[config.mk]
export PLATFORM = sky130hd
export DESIGN_NAME = hamming_frame_decoder
export DESIGN_NICKNAME = d
export VERILOG_FILES = /design/src/rtl/hamming_frame_decoder.sv
export SDC_FILE = /design/constraint.sdc
export NUM_CORES = 1
export LEC_CHECK = 0
export CORE_MARGIN = 2
export CORE_UTILIZATION = 35
export CTS_BUF_LIST = sky130_fd_sc_hd__clkbuf_16
export DETAILED_ROUTE_END_ITERATION = 8
export PLACE_DENSITY_LB_ADDON = 0.2
export SLEW_MARGIN = 20
export SYNTH_ARGS = -nofsm -noshare
export SYNTH_HDL_FRONTEND = slang
export SYNTH_SLANG_ARGS = --single-unit
[constraint.sdc]
create_clock -name clk_in -period 8.3 [get_ports clk_in]
set_clock_uncertainty 0.05 [all_clocks]
set_input_delay 0.83 -clock clk_in [delete_from_list [all_inputs] [get_ports clk_in]]
set_output_delay 0.83 -clock clk_in [all_outputs]
set_load 0.01 [all_outputs]
[src/rtl/hamming_frame_decoder.sv]
// hamming_frame_decoder: serial 7E-headed frame receiver that de-interleaves and SEC-decodes 8 Hamming(7,4) codewords
module hamming_frame_decoder (
  input  logic        clk_in,
  input  logic        rst,
  input  logic        data_in,
  input  logic        data_valid,
  output logic [31:0] data_out,
  output logic        data_out_valid,
  output logic [7:0]  corr_flags,
  output logic        locked
);
  localparam logic [7:0] HEADER = 8'h7E;
  typedef enum logic [1:0] {HUNT, COLLECT, DECODE} state_t;
  state_t      r_state, w_next;
  logic [7:0]  r_hunt, w_hunt_sh;
  logic [55:0] r_pay;
  logic [5:0]  r_cnt;
  logic [31:0] w_word;
  logic [7:0]  w_flags;
  assign w_hunt_sh = {r_hunt[6:0], data_in};
  always_ff @(posedge clk_in or posedge rst)
    if (rst) r_state <= HUNT;
    else r_state <= w_next;
  always_comb begin
    w_next = r_state;
    case (r_state)
      HUNT:    w_next = (data_valid && w_hunt_sh == HEADER) ? COLLECT : HUNT;
      COLLECT: w_next = (data_valid && r_cnt == 6'd55) ? DECODE : COLLECT;
      default: w_next = HUNT;
    endcase
  end
  always_comb begin
    locked = (r_state == COLLECT) || (r_state == DECODE);
  end
  // r_pay[i] ends up holding frame bit f[i]; the hunt register keeps shifting in DECODE so back-to-back headers are not lost
  always_ff @(posedge clk_in or posedge rst)
    if (rst) begin
      r_hunt         <= '0;
      r_pay          <= '0;
      r_cnt          <= '0;
      data_out       <= '0;
      data_out_valid <= 1'b0;
      corr_flags     <= '0;
    end else begin
      data_out_valid <= r_state == DECODE;
      if (r_state == DECODE) begin
        data_out   <= w_word;
        corr_flags <= w_flags;
      end
      if (data_valid && r_state != COLLECT) r_hunt <= (w_next == COLLECT) ? 8'd0 : w_hunt_sh;
      if (data_valid && r_state == COLLECT) begin
        r_pay <= {r_pay[54:0], data_in};
        r_cnt <= r_cnt + 6'd1;
      end
      if (r_state == HUNT && w_next == COLLECT) r_cnt <= '0;
    end
  // codeword n bit i sits at frame bit 8i+n
  for (genvar n = 0; n < 8; n++) begin : g_cw
    logic [6:0] w_c, w_f;
    logic [2:0] w_s;
    assign w_c = {r_pay[48+n], r_pay[40+n], r_pay[32+n], r_pay[24+n], r_pay[16+n], r_pay[8+n], r_pay[n]};
    assign w_s = {w_c[3] ^ w_c[4] ^ w_c[5] ^ w_c[6],
                  w_c[1] ^ w_c[2] ^ w_c[5] ^ w_c[6],
                  w_c[0] ^ w_c[2] ^ w_c[4] ^ w_c[6]};
    assign w_f = w_c ^ ((w_s != 3'd0) ? (7'd1 << (w_s - 3'd1)) : 7'd0);
    assign w_word[4*n +: 4] = {w_f[6:4], w_f[2]};
    assign w_flags[n] = |w_s;
  end
endmodule

==> run_results.csv <==
group,metric,value,unit
synthesis,synthDistinctLibCells,33,
die,start_util,0.3589,
die,num_rows,46,
clock_network,cts_tree,"built",
global_routing,gr-total-overflow,0,
timing,hold_viol_final,0,
finish,fin_nets,657,
global_routing,grt.total_usage,0.1399,
synthesis,postSynth.asyncResetShare,1.000,
power_and_ir_drop,leakage,2.903,nW
synthesis,synth_compound_area_frac,0.09753,
clock_network,cts_root_buf,"clkbuf_16",
timing,maxSlewViolCount,0,
synthesis,synth_warnings,0,
timing,slew_headroom,0.4833,
worst_hold_path,hold_path.class,"flip-flop to flip-flop",
routing,finalWirelength,11.61,mm
finish,syn_to_final_growth,16.29,%
synthesis,synthMuxAreaShare,0.001968,
finish,multi_input_area,2790,um^2
die,die-area,17390,um^2
die,core,15940,um^2
synthesis,synth-edff-count,0,
die,io-pin-count,46,
clock_network,insertion_delay,0.35,ns
routing,via_per_inst,4.973,
finish,final_cell_count_no_fill,862,
synthesis,synthSimpleGateAreaFrac,0.2167,
global_routing,grt_first_pass_wirelength,20.22,mm
clock_network,cts.path.max_buffers,2,
clock_network,postCtsResizedCells,0,
critical_path,cp_slowest_cell,"a21boi_0",
critical_path,critical_path_class,"input port to flip-flop",
synthesis,synth.yosys.seq_area_share,0.4898,
critical_path,slowest_delay,0.60,ns
synthesis,ys.flop_type,"dfrtp_1",
clock_network,ctsHoldBuffers,0,
routing,drt_iter0_drc,240,
run_status,status,"finished, final reports clean",
critical_path,worst_setup_path_end_kind,"flip-flop",
synthesis,syn_area_per_cell,9.349,um^2
synthesis,synthCells,612,
critical_path,r2r_slack,5.83,ns
global_routing,grt_max_degree,63,
timing,min_period_over_period,0.2979,
timing,timing.setup.tns,0,ns
job,cap_violations,0,
die,fp.dieW,131.9,um
routing,wire_per_inst,13.46,um
finish,nFillCells,1595,
routing,dr.pass1.iters,4,
timing,setup_viol,0,
synthesis,synth_area,5722,um^2
finish,register_area,2803,um^2
synthesis,synthXorXnorAreaFrac,0.1487,
clock_network,htree_levels,3,
clock_network,postCtsSetupBuffers,0,
synthesis,syn_nets,626,
clock_network,path_clk_slew,0.07,ns
synthesis,ys_seq_elements,112,
timing,post-route-min-period,2.472,ns
finish,drive_above_1_share,0.04799,
global_routing,grt_pass1_vias,4248,
routing,num_vias,4287,
global_routing,antenna_found_initial,0,
placement,globalplace.congestion,0.7816,
critical_path,critPathMaxFanout,6,
power_and_ir_drop,p_per_area,156.7,nW/um^2
finish,diodes,0,
placement,io_buffers,45,
routing,antenna_left,0,
placement,dp.cells,848,
timing,max_freq,404.5,MHz
critical_path,path_cells,"clkdlybuf4s50_1, nand3b_1, or4_1, a21boi_0, nor2_1",
critical_path,start_kind,"input port",
finish,final_common_cell,"nand2_1",
critical_path,cp.required,8.46,ns
routing,drc,0,
timing,rsz0062_at_grt,"no",
timing,tightest_slew,0.7751,ns
finish,final_cell_mix,"178 x nand2_1, 112 x dfrtp_1, 67 x xnor2_1, 51 x nor2_1, 45 x clkdlybuf4s50_1",
die,die_y,131.9,um
clock_network,cts_buffers,9,
placement,dpl.hpwl,7.705,mm
critical_path,arrival,2.63,ns
synthesis,yosys.area_share.adder,0.02187,
power_and_ir_drop,vdd_ir_drop_max,96.98,uV
synthesis,synth_top_family_by_area,"simple AND/OR/NAND/NOR gates",
clock_network,clock_sinks,112,
[through the flow]
| step | power, mW | hold slack (ns) | utilization | worst slack, ns | instance area, um^2 |
|---|---|---|---|---|---|
| after floorplan | 0.5893 | 0.4124 | - | 4.461 | 5722 |
| after global placement | 0.5983 | 0.4330 | 0.3984 | 5.361 | 6352 |
| after detailed placement | 0.5999 | 0.4524 | 0.3984 | 5.289 | 6352 |
| after CTS | 1.058 | 0.4699 | 0.4173 | 5.666 | 6653 |
| after global routing | 1.082 | 0.4922 | 0.4174 | 5.662 | 6654 |
| final | 1.043 | 0.4681 | 0.4174 | 5.828 | 6654 |
[registers in the layout (all words and copies together), names as in the netlist]
signal and cells:
r_pay 56, r_cnt 6, corr_flags 8, r_state 2, data_out 32, r_hunt 7, data_out_valid 1
[cells by family after synthesis]
| family | count (synthesis) |
|---|---|
| buf+inv | 32 |
| compound gates | 82 |
| flops | 112 |
| mux | 1 |
| simple gates | 283 |
| xor+xnor | 92 |
| fa+ha+maj | 10 |
[power breakdown]
part	switching, mW	internal, mW
Sequential	0.00549	0.552
Combinational	0.0210	0.0100
Clock	0.195	0.259
[routing by layer]
metal  track usage  part of all wire  wire [um]  vias to the layer above
li1              -                 -          -                     2141
met5             0                 0          0                        -
met3       0.02230             0.024        274                       18
met4       0.06039             0.019        226                        0
met2        0.2309              0.47       5414                       46
met1        0.1822              0.49       5692                     2082
[critical path, delay by kind of cell]
kind | cells | cell delay (ns)
compound gates | 1 | 0.60
simple gates | 3 | 0.64
buf+inv | 1 | 0.56
[final timing paths]
kind,from,endpoint,depth (start not counted)
setup reg to reg,r_pay[41],data_out[7],7
max in group asynchronous,rst,corr_flags[3],3
hold / removal,r_hunt[6],r_hunt[6],1
hold reg to reg,r_hunt[6],r_hunt[6],1
min in group asynchronous,rst,data_out[30],2
setup / recovery,data_valid,r_cnt[4],5
[synthesized netlist by cell type, drive strengths merged (8+ instances only)]
master  instances  area (um^2)
clkbuf         19        71.32
nor2           51        191.4
dfrtp         112         2803
a31oi          32        200.2
o31ai          30        225.2
nand2         178        668.1
xor2           21        191.4
xnor2          70        635.6
ha             10        125.1
buf             9        47.54
a21oi           8        40.04
or4            31        232.7
[final cells by class]
class	instances	area share
clock inverters	5	0.01128
inverters	4	0.002633
well taps	216	0.04062
flip-flops and latches	112	0.4212
repair buffers	48	0.07108
clock buffers	9	0.03385
multi-input cells	468	0.4193
(Power assumes the default switching activity.)
